<file path="src/rtl/frec_divider_prog_if.sv">
// Control/status bundle for the programmable divider: enable, sync, divisor load in; tick, toggle, count, status out.
// With FREC_DIVIDER_PROG_DUTY_EN defined the bundle also carries the duty request and the PWM output.
interface frec_divider_prog_if #(
  parameter int WIDTH = 26
);
  logic             iEnable;
  logic             iSync;
  logic             iLoad;
  logic [WIDTH-1:0] iDiv;
  logic             oTick;
  logic             oToggle;
  logic [WIDTH-1:0] oCount;
  logic             oBusy;
  logic             oErr;
`ifdef FREC_DIVIDER_PROG_DUTY_EN
  logic [WIDTH-1:0] iDuty;
  logic             oPwm;

  modport master (
    output iEnable, iSync, iLoad, iDiv, iDuty,
    input  oTick, oToggle, oCount, oBusy, oErr, oPwm
  );
  modport slave (
    input  iEnable, iSync, iLoad, iDiv, iDuty,
    output oTick, oToggle, oCount, oBusy, oErr, oPwm
  );
`else
  modport master (
    output iEnable, iSync, iLoad, iDiv,
    input  oTick, oToggle, oCount, oBusy, oErr
  );
  modport slave (
    input  iEnable, iSync, iLoad, iDiv,
    output oTick, oToggle, oCount, oBusy, oErr
  );
`endif
endinterface

</file>
<file path="src/rtl/frec_divider_prog.sv">
// Runtime-programmable clock divider: tick every DIV clocks, 50% toggle, live count; divisor swaps only at a period boundary.
// Optional duty-cycle PWM output is built when FREC_DIVIDER_PROG_DUTY_EN is defined.
module frec_divider_prog #(
  parameter int          WIDTH       = 26,
  parameter int unsigned DEFAULT_DIV = 25_000_000
) (
  input logic               iClk,
  input logic               iRst,
  frec_divider_prog_if.slave bus
);
  localparam logic [WIDTH-1:0] C_DEFAULT_DIV = WIDTH'(DEFAULT_DIV);
  localparam logic [WIDTH-1:0] C_ONE         = WIDTH'(1);

  logic [WIDTH-1:0] r_count;
  logic [WIDTH-1:0] r_div;
  logic [WIDTH-1:0] r_pend_div;
  logic             r_tick;
  logic             r_toggle;
  logic             r_busy;
  logic             r_err;

  logic             w_wrap;
  logic             w_apply;
  logic             w_load_ok;
  logic [WIDTH-1:0] w_next_count;
  logic [WIDTH-1:0] w_next_div;

  // r_div is never zero, so DIV-1 cannot underflow and the wrap is an equality compare.
  assign w_wrap    = (r_count == r_div - C_ONE);
  assign w_load_ok = bus.iLoad && (bus.iDiv != '0);

  // NOTE: every always_comb output gets a default first so no path leaves it unassigned (no latch).
  always_comb begin
    w_next_count = r_count;
    w_apply      = 1'b0;
    if (bus.iSync) begin
      w_next_count = '0;
      w_apply      = r_busy;
    end else if (bus.iEnable) begin
      if (w_wrap) begin
        w_next_count = '0;
        w_apply      = r_busy;
      end else begin
        w_next_count = r_count + C_ONE;
      end
    end
  end

  assign w_next_div = w_apply ? r_pend_div : r_div;

  // NOTE: state registers use non-blocking assignments; reset is synchronous, sampled on the clock edge.
  always_ff @(posedge iClk) begin
    if (iRst) begin
      r_count    <= '0;
      r_div      <= C_DEFAULT_DIV;
      r_pend_div <= '0;
      r_tick     <= 1'b0;
      r_toggle   <= 1'b0;
      r_busy     <= 1'b0;
      r_err      <= 1'b0;
    end else begin
      r_count <= w_next_count;
      r_div   <= w_next_div;
      if (bus.iSync) begin
        r_tick   <= 1'b0;
        r_toggle <= 1'b0;
      end else if (bus.iEnable) begin
        r_tick <= w_wrap;
        if (w_wrap) r_toggle <= ~r_toggle;
      end else begin
        r_tick <= 1'b0;
      end
      // A load on the apply edge wins: the old pending goes live, the new one stays pending.
      if (w_load_ok) begin
        r_pend_div <= bus.iDiv;
        r_busy     <= 1'b1;
      end else if (w_apply) begin
        r_busy <= 1'b0;
      end
      r_err <= bus.iLoad && (bus.iDiv == '0);
    end
  end

  assign bus.oTick   = r_tick;
  assign bus.oToggle = r_toggle;
  assign bus.oCount  = r_count;
  assign bus.oBusy   = r_busy;
  assign bus.oErr    = r_err;

`ifdef FREC_DIVIDER_PROG_DUTY_EN
  localparam logic [WIDTH-1:0] C_DEFAULT_DUTY = WIDTH'(DEFAULT_DIV / 2);

  logic [WIDTH-1:0] r_duty;
  logic [WIDTH-1:0] r_pend_duty;
  logic             r_pwm;
  logic [WIDTH-1:0] w_next_duty;

  assign w_next_duty = w_apply ? r_pend_duty : r_duty;

  // PWM compares against the count and duty that are live after this edge, so it stays aligned with oCount.
  always_ff @(posedge iClk) begin
    if (iRst) begin
      r_duty      <= C_DEFAULT_DUTY;
      r_pend_duty <= '0;
      r_pwm       <= 1'b0;
    end else begin
      r_duty <= w_next_duty;
      if (w_load_ok) r_pend_duty <= bus.iDuty;
      if (bus.iSync || bus.iEnable) r_pwm <= (w_next_count < w_next_duty);
    end
  end

  assign bus.oPwm = r_pwm;
`endif

endmodule

</file>
<file path="src/flat_wrapper.sv">
// flat-port wrapper written by rule: the top's interface ports become plain ports
module frec_divider_prog_flat 
#(
  parameter int          WIDTH       = 26,
  parameter int unsigned DEFAULT_DIV = 25_000_000
)
  (iClk, iRst, bus_iEnable, bus_iSync, bus_iLoad, bus_iDiv, bus_oTick, bus_oToggle, bus_oCount, bus_oBusy, bus_oErr);
  frec_divider_prog_if #(.WIDTH(WIDTH)) bus_i ();
  input logic iClk;
  input logic iRst;
  input wire logic [$bits(bus_i.iEnable)-1:0] bus_iEnable;
  input wire logic [$bits(bus_i.iSync)-1:0] bus_iSync;
  input wire logic [$bits(bus_i.iLoad)-1:0] bus_iLoad;
  input wire logic [$bits(bus_i.iDiv)-1:0] bus_iDiv;
  output wire logic [$bits(bus_i.oTick)-1:0] bus_oTick;
  output wire logic [$bits(bus_i.oToggle)-1:0] bus_oToggle;
  output wire logic [$bits(bus_i.oCount)-1:0] bus_oCount;
  output wire logic [$bits(bus_i.oBusy)-1:0] bus_oBusy;
  output wire logic [$bits(bus_i.oErr)-1:0] bus_oErr;
  assign bus_i.iEnable = bus_iEnable;
  assign bus_i.iSync = bus_iSync;
  assign bus_i.iLoad = bus_iLoad;
  assign bus_i.iDiv = bus_iDiv;
  assign bus_oTick = bus_i.oTick;
  assign bus_oToggle = bus_i.oToggle;
  assign bus_oCount = bus_i.oCount;
  assign bus_oBusy = bus_i.oBusy;
  assign bus_oErr = bus_i.oErr;
  frec_divider_prog #(.WIDTH(WIDTH), .DEFAULT_DIV(DEFAULT_DIV)) u_core (.iClk(iClk), .iRst(iRst), .bus(bus_i));
endmodule
</file>
<file path="config.mk">
export PLATFORM = sky130hd
export DESIGN_NAME = frec_divider_prog_flat
export DESIGN_NICKNAME = d
export VERILOG_FILES = /design/src/rtl/frec_divider_prog_if.sv /design/src/rtl/frec_divider_prog.sv /design/src/flat_wrapper.sv
export SDC_FILE = /design/constraint.sdc
export NUM_CORES = 1
export LEC_CHECK = 0
export ABC_AREA = 1
export ABC_CLOCK_PERIOD_IN_PS = 2400
export BUFFER_PORTS_ARGS = -buffer_cell sky130_fd_sc_hd__buf_2
export CORE_UTILIZATION = 32
export CTS_CLUSTER_DIAMETER = 60
export DETAILED_ROUTE_END_ITERATION = 12
export GPL_TIMING_DRIVEN = 0
export SLEW_MARGIN = 25
export SYNTH_ARGS = -nofsm -noshare
export SYNTH_HDL_FRONTEND = slang
export SYNTH_SLANG_ARGS = --single-unit
</file>
<file path="constraint.sdc">
create_clock -name iClk -period 2.4 [get_ports iClk]
set_clock_uncertainty 0.1 [all_clocks]
set_input_delay 0.24 -clock iClk [delete_from_list [all_inputs] [get_ports iClk]]
set_output_delay 0.24 -clock iClk [all_outputs]
set_load 0.01 [all_outputs]
</file>
== After elaboration in Yosys (flattened, before gate mapping) ==
Index checks and enable logic that the tools add are counted.

* Flip-flop bits (word level): 82
* Logic and storage cells: 26
* Output and inout port bits: 30
* Bits of input ports: 31

* Add/sub/neg operators: 2
* Reductions and logical operators: 8
* Eq/ne operators: 1
* Bitwise operators: 2
* Muxes and demuxes: 6

{| class="wikitable"
|+ Operators with widths
! operator !! number
|-
| $add A26 B1 Y26 const B || 1
|-
| $eq A26 B26 Y1 || 1
|-
| $logic_not A26 Y1 || 1
|-
| $mux W26 || 1
|-
| $reduce_bool A26 Y1 || 1
|-
| $sub A26 B1 Y26 const B || 1
|-
| $mux W1 || 5
|-
| $reduce_or A3 Y1 || 1
|-
| $logic_and A1 B1 Y1 || 2
|-
| $not A1 Y1 || 2
|-
| $reduce_and A2 Y1 || 1
|-
| $reduce_bool A2 Y1 || 1
|-
| $reduce_or A2 Y1 || 1
|}

== Depth between registers and ports, before layout ==
* Depth in word-level cells: 7
* Depth in mapped cells: 20
* Mapped depth without buffers: 19

== Least setup slack after synthesis ==
No wires, ideal clock.

* Path kind: flip-flop to flip-flop
* Start point: register u_core.r_div[0]
* End point: register u_core.r_div[18]
* Setup time: 0.134 ns
* Cell stages (with the launch flop): 20
* Slack: 0.162 ns
* Required time: 2.166 ns
* Buffers on the path: 2
* Arrival: 2.005 ns
* Clock period less this slack: 2.238 ns
* Path through: dfxtp_1 > inv_1 > ha_1 > nand2_2 > nor2_2 > buf_4 > nand3_1 > nand2_1 > nand2_1 > nand2_1 > nand2_1 > inv_2 > nand2_1 > nor2_2 > nand3_2 > nand2_4 > nand2_2 > buf_6 > nand2_1 > nand3_1

* Cells in the longest elaborated chain, start to end: 5

{| class="wikitable"
|+ Ends and longest elaborated chain
! item !! RTL line !! RTL
|-
| start: declaration || frec_divider_prog.sv:15 || <nowiki>logic [WIDTH-1:0] r_div;</nowiki>
|-
| start signal: assignment || frec_divider_prog.sv:63 || <nowiki>r_div <= w_next_div;</nowiki>
|-
| $sub A26 B1 Y26 || frec_divider_prog.sv:29 || <nowiki>assign w_wrap = (r_count == r_div - C_ONE);</nowiki>
|-
| $eq A26 B26 Y1 || frec_divider_prog.sv:29 ||
|-
| $mux W1 || frec_divider_prog.sv:40 || <nowiki>if (w_wrap) begin</nowiki>
|-
| $mux W1 || frec_divider_prog.sv:39 || <nowiki>end else if (bus.iEnable) begin</nowiki>
|-
| $mux W1 || frec_divider_prog.sv:36 || <nowiki>if (bus.iSync) begin</nowiki>
|}

No other way between the ends.
A chain may end at the register's enable or synchronous reset.

== Final worst setup path ==
* Start point: register u_core.r_div[1]
* End point: register u_core.r_div[8]

The elaborated chain is that of the path after synthesis.

==> flow_metrics.env <==
export IMPL_layout_drive_gt1_share_pct=20.9
export IMPL_placeableCoreArea_um2=14500
export IMPL_worst_skew_pair_late_latency_ps=370
export IMPL_min_path_type="input pin to flip-flop"
export IMPL_antennaDiodeCount=0
export IMPL_ys_seq_area_share_pct=34.4
export IMPL_dieHeight_um=124
export IMPL_clock_tree_root_cell="sky130_fd_sc_hd__clkbuf_16"
export IMPL_rsz0062_at_grt="true"
export IMPL_finalNetCount=872
export IMPL_postSynthCellCount=746
export IMPL_grt_start_max_net_pins=18
export IMPL_syn_mean_instance_area_um2=6.40
export IMPL_leakagePower_nw=2.75
export IMPL_synth_seq_cells=82
export IMPL_timing_max_transition_violations_final=0
export IMPL_cp_end_kind="flip-flop"
export IMPL_setup_slack_ps=-42.2
export IMPL_worst_r2r_cell_count=15
export IMPL_gp_congestion=0.869
export IMPL_totalWireLength_mm=13.6
export IMPL_htree_num_levels=3
export IMPL_tot_pwr_mw=3.34
export IMPL_critPathLaunch="u_core.r_div[1]"
export IMPL_fin_worst_hold_slack_ps=33.7
export IMPL_io_buffers=60
export IMPL_avgRoutedWirePerCell_um=13.2
export IMPL_maxCapViolCount=0
export IMPL_number_of_placement_rows=44
export IMPL_tightest_pin_transition_ps=998
export IMPL_firstDrtPassIters=4
export IMPL_postLayoutCellArea_um2=6050
export IMPL_worstReg2RegStart="u_core.r_div[1]"
export IMPL_detailedRoute_firstIterationViolations=215
export IMPL_fin_util_pct=41.6
export IMPL_max_clock_path_buffers=2
export IMPL_clk_transition_reported_paths_ps=80
export IMPL_critical_path_peak_fanout=6
export IMPL_capturing_instance_or_port_of_the_critical_path="u_core.r_div[8]"
export IMPL_postSynthNetCount=779
export IMPL_cts_buffers=9
export IMPL_die_area_um2=15400
export IMPL_gr_total_overflow=0
export IMPL_timing_critical_path_required_ps=2570
export IMPL_setup_tns_final_ps=-451
export IMPL_placed_area_um2=5300
export IMPL_final_min_period_over_clock_period_pct=102
export IMPL_cts_sinks=82
export IMPL_drt_antenna_violating_nets=0
export IMPL_hold_viol_final=0
export IMPL_maximum_resistive_drop_on_vdd_v=0.000469
export IMPL_cts_tree="yes"
export IMPL_first_global_vias=4511
export IMPL_top_level_ports=61
export IMPL_critPathLaunchType="flip-flop"
export IMPL_post_synthesis_cell_area_um2=4770
export IMPL_grt_first_pass_wirelength_mm=22.1
export IMPL_fin_crit_ps=2440
export IMPL_fmaxAchievable_mhz=409
export IMPL_relSlewSlack_pct=33.2
export IMPL_route_detailed_drc=0
export IMPL_worstReg2RegEnd="u_core.r_div[8]"
export IMPL_die_w_um=124
export IMPL_area_growth_syn_to_layout_pct=26.8
export IMPL_arrival_ps=2610
export IMPL_run_status="finished with violations"
export IMPL_antenna_found_initial=0
export IMPL_powerDensity_nw_per_um2=553
export IMPL_criticalPathCategory="flip-flop to flip-flop"
export IMPL_violations_in_the_final_reports="setup timing"
export IMPL_timing_final_setup_violations=20
export IMPL_groute_usage_overall_pct=18.9
export IMPL_cell_variety_after_synth=38
export IMPL_initial_core_util_pct=32.8
export IMPL_regToRegSetupSlack_ps=-40
export IMPL_route_vias_total=4906
export IMPL_warnings_synthesis=0
export IMPL_avgViaCountPerCell=4.77
export IMPL_post_dp_hpwl_mm=10.4
==> cells by family (layout without fill, tap and decap cells) <==
| family | after synthesis | in the layout | share of synthesized area [%] |
|---|---|---|---|
| and+or+nand+nor | 428 | 428 | 39.6 |
| buffers and inverters | 121 | 219 | 10.4 |
| DFF | 82 | 82 | 34.4 |
| AOI/OAI and AO/OA | 76 | 76 | 8.29 |
| xor gates and xnor gates | 37 | 37 | 6.79 |
| adders and majority gates | 2 | 2 | 0.524 |
==> where the power goes <==
part	switching (mW)	internal (mW)	leakage [nW]	total, mW
clock	0.660	0.730	0.142	1.39
sequential	0.0576	1.42	0.676	1.48
combinational	0.287	0.189	1.93	0.477
==> registers in the layout, indices dropped and copies added (netlist names) <==
register and count:
u_core.bus.oCount 26, u_core.bus.oBusy 1, u_core.r_pend_div 26, u_core.bus.oToggle 1, u_core.bus.oErr 1, u_core.bus.oTick 1
u_core.r_div 26
==> cell usage after synthesis, drive strengths merged <==
master,instances,area share (%)
dfxtp,82,34
o211ai,1,0.16
xor2,26,4.8
nor3b,2,0.31
o22ai,3,0.39
o21a,1,0.16
nand3b,5,0.79
xnor2,11,2.0
nor4,11,1.4
inv,95,7.5
nand2,175,14
o21ai,36,3.8
a31oi,1,0.13
or2,1,0.13
nand3,83,8.9
and2,3,0.39
ha,2,0.52
nor3,5,0.63
clkinv,2,0.16
nand2b,1,0.13
o21bai,1,0.16
a21o,1,0.16
nor2,123,10
buf,10,1.7
a21oi,32,3.4
nand4,19,2.5
clkbuf,14,1.1
==> layout make-up <==
class                      count  area [um2]
fill                        1591        8480
clock buffer                   9         225
buffer                        24         143
timing repair buffer          82         485
clock inverter                 7        70.1
multi-input combinational    543        2870
inverter                      97         370
sequential                    82        1650
tap                          184         230
==> per-stage QoR <==
step,instances,worst slack (ps)
3_5_place_dp,990,-407
4_1_cts,1021,-4.22
2_1_floorplan,746,162
3_3_place_gp,990,-389
5_1_grt,1028,-171
6_report,1028,-42.2
==> placed cells by master (no fill, tap or decap), drive strengths merged <==
cell	Yosys	routed
buf	10	91
a21o	1	1
o21bai	1	1
xnor2	11	11
clkbuf	14	23
nand3b	5	5
o21a	1	1
inv	95	99
clkinv	2	4
xor2	26	26
clkinvlp	0	1
and2	3	3
nand3	83	83
nand2	175	175
or2	1	1
o22ai	3	3
o211ai	1	1
dlygate4sd3	0	1
a21oi	32	32
nor3b	2	2
ha	2	2
nor2	123	123
nor3	5	5
dfxtp	82	82
nand2b	1	1
nor4	11	11
o21ai	36	36
nand4	19	19
a31oi	1	1
==> what timing repair did <==
action | 4_1_cts | 5_1_grt
endpoints found under the hold margin | 2 | 0
resized for setup | 44 | 36
cloned | 2 | 1
buffers inserted | 12 | 6
hold buffers | 1 | 0
pin swaps | 10 | 7
setup endpoints to repair | 54 | 53
==> worst max-delay path, stage by stage, from the launching register on <==
cell and delay [ps]:
sky130_fd_sc_hd__dfxtp_4 360, sky130_fd_sc_hd__buf_12 120, sky130_fd_sc_hd__nor2_4 110, sky130_fd_sc_hd__nand2_2 90, sky130_fd_sc_hd__nor2_4 240, sky130_fd_sc_hd__xor2_2 220, sky130_fd_sc_hd__o21ai_1 90, sky130_fd_sc_hd__nor2_1 90
sky130_fd_sc_hd__nand3_1 110, sky130_fd_sc_hd__nor2_2 190, sky130_fd_sc_hd__nand3_4 130, sky130_fd_sc_hd__nand2_8 110, sky130_fd_sc_hd__buf_2 160, sky130_fd_sc_hd__nand3_1 90, sky130_fd_sc_hd__nand2_1 90, sky130_fd_sc_hd__nor2_1 40
==> routing by layer <==
metal  wire length (um)  global-route usage (%)  vias up
met5                  0                       0        -
met4                377                    7.81        0
met3                579                    4.62       27
met2               6130                    30.5       95
met1               6480                    23.8     2204
li1                   -                       -     2580
==> how the worst min path moves through the flow <==
stage	startpoint	endpoint	cells past startpoint	slack (ps)
finish	bus_iLoad	u_core.bus.oErr	3	30
global route	bus_iLoad	u_core.bus.oErr	3	50
CTS	bus_iLoad	u_core.bus.oErr	3	20
detailed placement	u_core.r_pend_div[5]	u_core.r_pend_div[5]	2	350
global placement	u_core.r_pend_div[5]	u_core.r_pend_div[5]	2	350
floorplan	iRst	u_core.bus.oBusy	1	210
Power figures use the tool's default switching activity.
